<file path="src/rtl/id_ctrl_issue_if.sv">
// ID/EX issue bundle: ID-side instruction fields and controls going in,
// registered EX control bundle plus pipeline hold/status coming out.
interface id_ctrl_issue_if #(
  parameter int CTRL_W = 18
) ();
  logic              id_valid;
  logic [CTRL_W-1:0] id_ctrl;
  logic [4:0]        id_rs;
  logic [4:0]        id_rt;
  logic              id_uses_rs;
  logic              id_uses_rt;
  logic [4:0]        id_dest;
  logic              ex_hold;
  logic              branch_taken;
  logic [CTRL_W-1:0] control_signals;
  logic [4:0]        ex_dest;
  logic              ex_valid;
  logic              if_id_hold;
  logic              stall_active;

  // Pipeline side: supplies the ID instruction, observes the EX bundle.
  modport master (
    output id_valid, id_ctrl, id_rs, id_rt, id_uses_rs, id_uses_rt, id_dest,
           ex_hold, branch_taken,
    input  control_signals, ex_dest, ex_valid, if_id_hold, stall_active
  );

  // Issue block side.
  modport slave (
    input  id_valid, id_ctrl, id_rs, id_rt, id_uses_rs, id_uses_rt, id_dest,
           ex_hold, branch_taken,
    output control_signals, ex_dest, ex_valid, if_id_hold, stall_active
  );
endinterface

</file>
<file path="src/rtl/id_ctrl_issue.sv">
// ID/EX issue stage: registers the decoded control word into EX, inserting
// load-use bubbles (LOAD_USE_STALL of them, 1..3), squashing on a taken
// branch and freezing everything while EX holds.
module id_ctrl_issue #(
  parameter int CTRL_W         = 18,
  parameter int LOAD_USE_STALL = 1
) (
  input  logic            clk,
  input  logic            reset,
  id_ctrl_issue_if.slave  bus
);

  localparam int LOAD_BIT = 9;

  typedef enum logic [0:0] {
    ST_RUN   = 1'b0,
    ST_STALL = 1'b1
  } state_e;

  state_e            state_r;
  state_e            state_n_s;
  logic [1:0]        cnt_r;
  logic [1:0]        cnt_n_s;
  logic [CTRL_W-1:0] ctrl_r;
  logic [CTRL_W-1:0] ctrl_n_s;
  logic [4:0]        dest_r;
  logic [4:0]        dest_n_s;
  logic              valid_r;
  logic              valid_n_s;
  logic              hold_s;
  logic              hz_s;

  // True when an enabled source field names the given destination register.
  function automatic logic src_match(input logic       uses_rs,
                                     input logic [4:0] rs,
                                     input logic       uses_rt,
                                     input logic [4:0] rt,
                                     input logic [4:0] dest);
    return (uses_rs & (rs == dest)) | (uses_rt & (rt == dest));
  endfunction

  // Load in EX writing a nonzero register that the ID instruction reads.
  assign hz_s = valid_r & ctrl_r[LOAD_BIT] & (dest_r != 5'd0) & bus.id_valid &
                src_match(bus.id_uses_rs, bus.id_rs, bus.id_uses_rt, bus.id_rt, dest_r);

  // Next-state and next-bundle selection in priority order: hold, branch, hazard, stall, issue.
  always_comb begin
    state_n_s = state_r;
    cnt_n_s   = cnt_r;
    ctrl_n_s  = ctrl_r;
    dest_n_s  = dest_r;
    valid_n_s = valid_r;
    hold_s    = 1'b0;
    if (bus.ex_hold) begin
      hold_s = 1'b1;
    end else if (bus.branch_taken) begin
      ctrl_n_s  = {CTRL_W{1'b0}};
      dest_n_s  = 5'd0;
      valid_n_s = 1'b0;
      state_n_s = ST_RUN;
      cnt_n_s   = 2'd0;
    end else if ((state_r == ST_RUN) && hz_s) begin
      ctrl_n_s  = {CTRL_W{1'b0}};
      dest_n_s  = 5'd0;
      valid_n_s = 1'b0;
      cnt_n_s   = 2'(LOAD_USE_STALL - 1);
      state_n_s = (LOAD_USE_STALL > 1) ? ST_STALL : ST_RUN;
      hold_s    = 1'b1;
    end else if (state_r == ST_STALL) begin
      ctrl_n_s  = {CTRL_W{1'b0}};
      dest_n_s  = 5'd0;
      valid_n_s = 1'b0;
      cnt_n_s   = cnt_r - 2'd1;
      if (cnt_r <= 2'd1) begin
        state_n_s = ST_RUN;
      end else begin
        state_n_s = ST_STALL;
      end
      hold_s    = 1'b1;
    end else begin
      if (bus.id_valid) begin
        ctrl_n_s  = bus.id_ctrl;
        dest_n_s  = bus.id_dest;
        valid_n_s = 1'b1;
      end else begin
        ctrl_n_s  = {CTRL_W{1'b0}};
        dest_n_s  = 5'd0;
        valid_n_s = 1'b0;
      end
    end
  end

  // State, stall counter and EX bundle registers; reset leaves a bubble in EX.
  always_ff @(posedge clk or negedge reset) begin
    if (!reset) begin
      state_r <= ST_RUN;
      cnt_r   <= 2'd0;
      ctrl_r  <= {CTRL_W{1'b0}};
      dest_r  <= 5'd0;
      valid_r <= 1'b0;
    end else begin
      state_r <= state_n_s;
      cnt_r   <= cnt_n_s;
      ctrl_r  <= ctrl_n_s;
      dest_r  <= dest_n_s;
      valid_r <= valid_n_s;
    end
  end

  assign bus.control_signals = ctrl_r;
  assign bus.ex_dest         = dest_r;
  assign bus.ex_valid        = valid_r;
  assign bus.stall_active    = (state_r == ST_STALL);
  // Front-end freeze is released while reset is asserted.
  assign bus.if_id_hold      = reset & hold_s;

endmodule

</file>
<file path="src/flat_wrapper.sv">
// flat-port wrapper written by rule: the top's interface ports become plain ports
module id_ctrl_issue_flat 
#(
  parameter int CTRL_W         = 18,
  parameter int LOAD_USE_STALL = 1
)
  (clk, reset, bus_id_valid, bus_id_ctrl, bus_id_rs, bus_id_rt, bus_id_uses_rs, bus_id_uses_rt, bus_id_dest, bus_ex_hold, bus_branch_taken, bus_control_signals, bus_ex_dest, bus_ex_valid, bus_if_id_hold, bus_stall_active);
  id_ctrl_issue_if #(.CTRL_W(CTRL_W)) bus_i ();
  input  logic clk;
  input  logic reset;
  input wire logic [$bits(bus_i.id_valid)-1:0] bus_id_valid;
  input wire logic [$bits(bus_i.id_ctrl)-1:0] bus_id_ctrl;
  input wire logic [$bits(bus_i.id_rs)-1:0] bus_id_rs;
  input wire logic [$bits(bus_i.id_rt)-1:0] bus_id_rt;
  input wire logic [$bits(bus_i.id_uses_rs)-1:0] bus_id_uses_rs;
  input wire logic [$bits(bus_i.id_uses_rt)-1:0] bus_id_uses_rt;
  input wire logic [$bits(bus_i.id_dest)-1:0] bus_id_dest;
  input wire logic [$bits(bus_i.ex_hold)-1:0] bus_ex_hold;
  input wire logic [$bits(bus_i.branch_taken)-1:0] bus_branch_taken;
  output wire logic [$bits(bus_i.control_signals)-1:0] bus_control_signals;
  output wire logic [$bits(bus_i.ex_dest)-1:0] bus_ex_dest;
  output wire logic [$bits(bus_i.ex_valid)-1:0] bus_ex_valid;
  output wire logic [$bits(bus_i.if_id_hold)-1:0] bus_if_id_hold;
  output wire logic [$bits(bus_i.stall_active)-1:0] bus_stall_active;
  assign bus_i.id_valid = bus_id_valid;
  assign bus_i.id_ctrl = bus_id_ctrl;
  assign bus_i.id_rs = bus_id_rs;
  assign bus_i.id_rt = bus_id_rt;
  assign bus_i.id_uses_rs = bus_id_uses_rs;
  assign bus_i.id_uses_rt = bus_id_uses_rt;
  assign bus_i.id_dest = bus_id_dest;
  assign bus_i.ex_hold = bus_ex_hold;
  assign bus_i.branch_taken = bus_branch_taken;
  assign bus_control_signals = bus_i.control_signals;
  assign bus_ex_dest = bus_i.ex_dest;
  assign bus_ex_valid = bus_i.ex_valid;
  assign bus_if_id_hold = bus_i.if_id_hold;
  assign bus_stall_active = bus_i.stall_active;
  id_ctrl_issue #(.CTRL_W(CTRL_W), .LOAD_USE_STALL(LOAD_USE_STALL)) u_core (.clk(clk), .reset(reset), .bus(bus_i));
endmodule
</file>
<file path="config.mk">
export PLATFORM = sky130hd
export DESIGN_NAME = id_ctrl_issue_flat
export DESIGN_NICKNAME = d
export VERILOG_FILES = /design/src/rtl/id_ctrl_issue_if.sv /design/src/rtl/id_ctrl_issue.sv /design/src/flat_wrapper.sv
export SDC_FILE = /design/constraint.sdc
export NUM_CORES = 1
export LEC_CHECK = 0
export ABC_CLOCK_PERIOD_IN_PS = 1540
export BUFFER_PORTS_ARGS = -buffer_cell sky130_fd_sc_hd__buf_2
export CORE_ASPECT_RATIO = 1.1
export CORE_MARGIN = 3
export CORE_UTILIZATION = 39
export CTS_CLUSTER_DIAMETER = 80
export DETAILED_ROUTE_END_ITERATION = 8
export PLACE_DENSITY_LB_ADDON = 0.1
export SLEW_MARGIN = 30
export SYNTH_ARGS = -nofsm -noshare
export SYNTH_HDL_FRONTEND = slang
export SYNTH_SLANG_ARGS = --single-unit
</file>
<file path="constraint.sdc">
create_clock -name clk -period 1.54 [get_ports clk]
set_input_delay 0.077 -clock clk [delete_from_list [all_inputs] [get_ports clk]]
set_output_delay 0.077 -clock clk [all_outputs]
set_load 0.01 [all_outputs]
</file>
# Word-level counts from Yosys, hierarchy flattened
# Cells that the tools add are included.
[op_classes]
add_sub_neg = 1
mul = 0
div_mod_pow = 0
magnitude_cmp = 1
eq_ne = 2
n_shift = 0
muxes = 23
n_bitwise = 10
reduce_logical = 4
[ops]
columns = ["cell", "count"]
rows = [
  ["two-way mux 18 bit", 4],
  ["two-way mux 5 bit", 4],
  ["two-way mux 1 bit", 12],
  ["equality test 5 bit", 2],
  ["AND 1 bit", 7],
  ["two-way mux 2 bit", 3],
  ["nonzero test 5 bit", 1],
  ["nonzero test 3 bit", 1],
  ["<= comparator 2 x 1 -> 1 bit (second input constant)", 1],
  ["NOT 1 bit", 2],
  ["AND reduction 2 bit", 1],
  ["subtractor 2 x 1 -> 2 bit (second input constant)", 1],
  ["logical AND 1 bit", 1],
  ["OR 1 bit", 1],
]
[word_totals]
reg_bits = 27
latch_bits = 0
mem_bits_rw = 0
rom_bits = 0
inputBits = 40
output_inout_bits = 26
elab_cells = 46
mem_count = 0

# Longest topological paths before layout
[depth]
ltp_word = 9
depth_mapped = 6
depth_no_buf = 5

# Least setup slack after synthesis
# Ideal clock, no wire load.
[synth_timing]
path_kind = "register -> register"
start = "register u_core.dest_r[2], in the netlist u_core.bus.ex_dest[2]"
end = "register u_core.dest_r[0], in the netlist u_core.bus.ex_dest[0]"
setup_ns = 0.121
arrival_ns = 1.416
required_ns = 1.419
path_slack_ns = 0.003
path_stages_with_launch = 7
cell_sequence = "dfrtp_1 -> xnor2_1 -> nand4_1 -> o22ai_2 -> a311oi_4 -> buf_6 -> a22o_1"
[synth_between]
elab_chain_len = 7
elab_cells_between_ends = 12
cone_classes = "eq/ne: 2; mux: 2; bitwise: 6; reduce/logical: 2"
[synth_lines]
columns = ["element", "line_no", "text"]
rows = [
  ["start: declaration", "id_ctrl_issue.sv:26", "logic [4:0] dest_r;"],
  ["start signal: assignment", "id_ctrl_issue.sv:105", "dest_r <= dest_n_s;"],
  ["equality test 5 bit or nonzero test 5 bit (tied branches)", "id_ctrl_issue.sv:39, id_ctrl_issue.sv:43", ""],
  ["AND 1 bit (on tied branches)", "id_ctrl_issue.sv:39, id_ctrl_issue.sv:43", ""],
  ["OR 1 bit or AND 1 bit (tied branches)", "id_ctrl_issue.sv:39, id_ctrl_issue.sv:43", ""],
  ["AND 1 bit *", "id_ctrl_issue.sv:43", "assign hz_s = valid_r & ctrl_r[LOAD_BIT] & (dest_r != 5'd0) & bus.id_valid &"],
  ["logical AND 1 bit *", "id_ctrl_issue.sv:62", "end else if ((state_r == ST_RUN) && hz_s) begin"],
  ["two-way mux 5 bit *", "id_ctrl_issue.sv:62", ""],
  ["two-way mux 5 bit *", "id_ctrl_issue.sv:56", "end else if (bus.branch_taken) begin"],
]
# Mark *: on every way between the ends. The rest lies on a longest branch, timed or not.
# A chain may end at the register's enable or synchronous reset.

# Worst setup path in the final report
[layout_timing]
start = "register u_core.dest_r[4], in the netlist u_core.bus.ex_dest[4]"
end = "output port bus_if_id_hold"
[layout_between]
elab_chain_len = 9
elab_cells_between_ends = 14
cone_classes = "eq/ne: 2; mux: 3; bitwise: 7; reduce/logical: 2"
[layout_lines]
columns = ["element", "line_no", "text"]
rows = [
  ["equality test 5 bit or nonzero test 5 bit (tied branches)", "id_ctrl_issue.sv:39, id_ctrl_issue.sv:43", ""],
  ["AND 1 bit (on tied branches)", "id_ctrl_issue.sv:39, id_ctrl_issue.sv:43", ""],
  ["OR 1 bit or AND 1 bit (tied branches)", "id_ctrl_issue.sv:39, id_ctrl_issue.sv:43", ""],
  ["AND 1 bit *", "id_ctrl_issue.sv:43", ""],
  ["logical AND 1 bit *", "id_ctrl_issue.sv:62", ""],
  ["two-way mux 1 bit *", "id_ctrl_issue.sv:62", ""],
  ["two-way mux 1 bit *", "id_ctrl_issue.sv:56", ""],
  ["two-way mux 1 bit *", "id_ctrl_issue.sv:54", "if (bus.ex_hold) begin"],
  ["AND 1 bit *", "id_ctrl_issue.sv:115", "assign bus.if_id_hold = reset & hold_s;"],
  ["end: declaration", "flat_wrapper.sv:23", "output wire logic [$bits(bus_i.if_id_hold)-1:0] bus_if_id_hold;"],
]
# Marks and branches as above.

==> results.md <==
* Sequential area share after synthesis at 56.4%
* Hold_ws at 0.0599 ns
* First-pass GRT wire length at 5800 um
* Sw Pwr at 0.388 mW
* Cell depth of the worst flop-to-flop path at 9
* Tightest Pin Transition at 0.335 ns
* Worst skew pair latency at 0.33 ns
* Post-synth EDFFs at 0
* Top-area cell type share of the netlist area at 56.4%
* Clk buf depth at 2
* Final core occ at 72.4%
* Setup CP Type: register to output port
* Total gr overflow at 0
* Vias at 1197
* Tot GR Track Use at 20.0%
* Clock Power Share at 21.7%
* CP arrival at 1.80 ns
* Highest clock rate at 533 MHz
* Non-filler cells, final at 232
* CP startpoint kind: register
* Fin crit share at 122%
* Hold WC Path Type: input port to register
* Post-detail-place hpwl at 2110 um
* Fin Clk Skew at 0.00362 ns
* Routed len/inst at 15.7 um
* Fin area at 2070 um^2
* Reg power frac at 53.8%
* P_leak at 1.09 nW
* Violated checks: setup timing
* Most frequent cell after synthesis: dfrtp_1
* Largest net degree at the start of global routing at 31
* DIE AREA at 3780 um^2
* Post-Route WL at 3640 um
* Core Area at 2850 um^2
* GP Congestion at 0.839
* Max-slew headroom at 77.7%
* Max Slew Vio Count at 0
* Hold Crit Depth at 3
* Via density at 5.16
* Synth Net Count at 133
* Final TNS setup at -7.69 ns
* Residual DRC count at 0
* Outcome: finished, violations left
* Detail Route Antenna Nets at 0
* Root Driver: clkbuf_4
* RSZ-0062 raised after global routing: true
* Die Ht at 64.1 um
* Synth area leader: dfrtp_1
* Most instantiated cells after synthesis: dfrtp_1, a22o_1, xnor2_1
* Pwr Total at 1.44 mW
* Critical path capture point type: output port
* Placed cell count at 193
* Num CTS Buffers at 3
* CP required at 1.46 ns
* I/O pin count at 66
* Row count at 20
* CP max FO at 3
* Starting Density at 42.0%
* Fin nets at 241
* Unique masters post-synth at 26
* Vias in the first global route at 1198
* H-tree Lvls at 1
* Area Overhead vs Synth at 72.3%
* Die X at 58.9 um
* ANT cells at 0
* Reg clk slew, reported paths at 0.15 ns
* CTS tree: yes
* Placement Setup Slack at -0.0561 ns
* Primary FF master, synth: dfrtp_1
* Minimum clock period after layout at 1.88 ns
* Asr flop ratio synth at 100%
* DRT iter0 DRCs at 42
* Cell area after synthesis at 1200 um^2
* MaxCap Viol Count at 0
* Initial antenna violation count at 0
* Combinational fraction of design power at 24.5%
* Post-DP Area at 1600 um^2
* Seq cells post-synth at 27
* Share of cells above drive strength 1 at 53.3%
* Switching share of power at 26.9%
* Post-Syn Instances at 92
* Syn Area/Cell at 13.0 um^2
* Final Hold Fails at 0
* Largest cells by area after synthesis: dfrtp_1, a22o_1, xnor2_1
* Power Density at 698 nW/um^2
* Cell internal pwr at 1.05 mW
* Detailed Routing Iterations Pass 1 at 4
* Worst vdd rail ir drop at 581 uV
* Ys Warns at 0
* Clk sinks at 27
* Final setup viols at 25
* Final worst setup slack at -0.336 ns
* Port Buffers at 65
==> critical path, cell delays in order (launching register included) <==
cell     delay, ns
dfrtp_2       0.47
xnor2_2       0.16
nand4_1       0.12
o22ai_2       0.24
and3_4        0.21
o311a_1       0.14
buf_2         0.13
==> metal layers <==
layer  share of wire, %  track usage (%)  vias to the layer above  wire [um]
met4                2.7             9.07                        0         99
met1                 41             26.5                      563       1500
met2                 49             32.2                       58       1780
met3                7.3             2.63                       12        265
met5                  0                0                        -          0
li1                   -                -                      564          -
==> final timing paths <==
| kind | from | endpoint | slack (ns) |
|---|---|---|---|
| max reg2reg | u_core.bus.ex_dest[0] | u_core.bus.ex_dest[4] | -0.33 |
| min | bus_branch_taken | u_core.cnt_r[0] | 0.06 |
| max | u_core.bus.ex_dest[4] | bus_if_id_hold | -0.34 |
| max in group asynchronous | reset | u_core.bus.ex_dest[1] | 0.99 |
| min in group asynchronous | reset | u_core.bus.ex_dest[3] | 0.28 |
| min reg2reg | u_core.bus.control_signals[1] | u_core.bus.control_signals[1] | 0.53 |
==> sequential cells by signal, summed over array words and instances, names as in the netlist <==
register / flops
u_core.bus.stall_active: 1
u_core.bus.ex_valid: 1
u_core.bus.ex_dest: 5
u_core.bus.control_signals: 18
u_core.cnt_r: 2
==> power by group through the flow <==
stage	registers [mW]	clock network, mW	logic, mW
2_1_floorplan	0.800	0	0.0972
3_3_place_gp	0.782	0	0.243
3_5_place_dp	0.783	0	0.250
4_1_cts	0.772	0.322	0.321
5_1_grt	0.781	0.360	0.386
6_report	0.775	0.314	0.353
==> logic make-up (layout without fill, tap and decap cells) <==
family | Yosys count | count (layout) | synth area share (%)
and+or+nand+nor | 16 | 16 | 7.83
xor gates and xnor gates | 10 | 10 | 7.31
DFF | 27 | 27 | 56.4
adders and majority gates | 1 | 1 | 1.04
AOI/OAI and AO/OA | 32 | 32 | 24.3
buffers and inverters | 6 | 113 | 3.13
==> layout by cell type, fill, tap and decap left out, drive strengths merged <==
master and instances:
dlygate4sd3 24, nand4 2, o22ai 1, nand2b 2
clkinvlp 1, a21oi 1, ha 1, nand2 4
xnor2 10, o31ai 1, clkbuf 5, o21a 1
a22o 23, and3 2, o311a 1, inv 1
o21ai 1, a311oi 1, a21o 1, dfrtp 27
or3b 1, nor3 1, nor4b 1, buf 82
a32oi 1, nor2 3
==> repair_timing <==
item | CTS | global route
endpoints found under the setup margin | 25 | 27
hold buffers | 24 | 0
endpoints found under the hold margin | 50 | 0
pin swaps | 7 | 9
resized for setup | 7 | 9
gates cloned | 0 | 3
setup buffers | 5 | 4
==> final cells by class <==
class                      instances  area [um^2]
timing repair buffer             108          763
tap                               33         41.3
sequential                        27          681
inverter                           1         3.75
multi-input combinational         59          547
clock inverter                     1         7.51
fill                             216          787
clock buffer                       3         22.5
(Power assumes the default switching activity.)
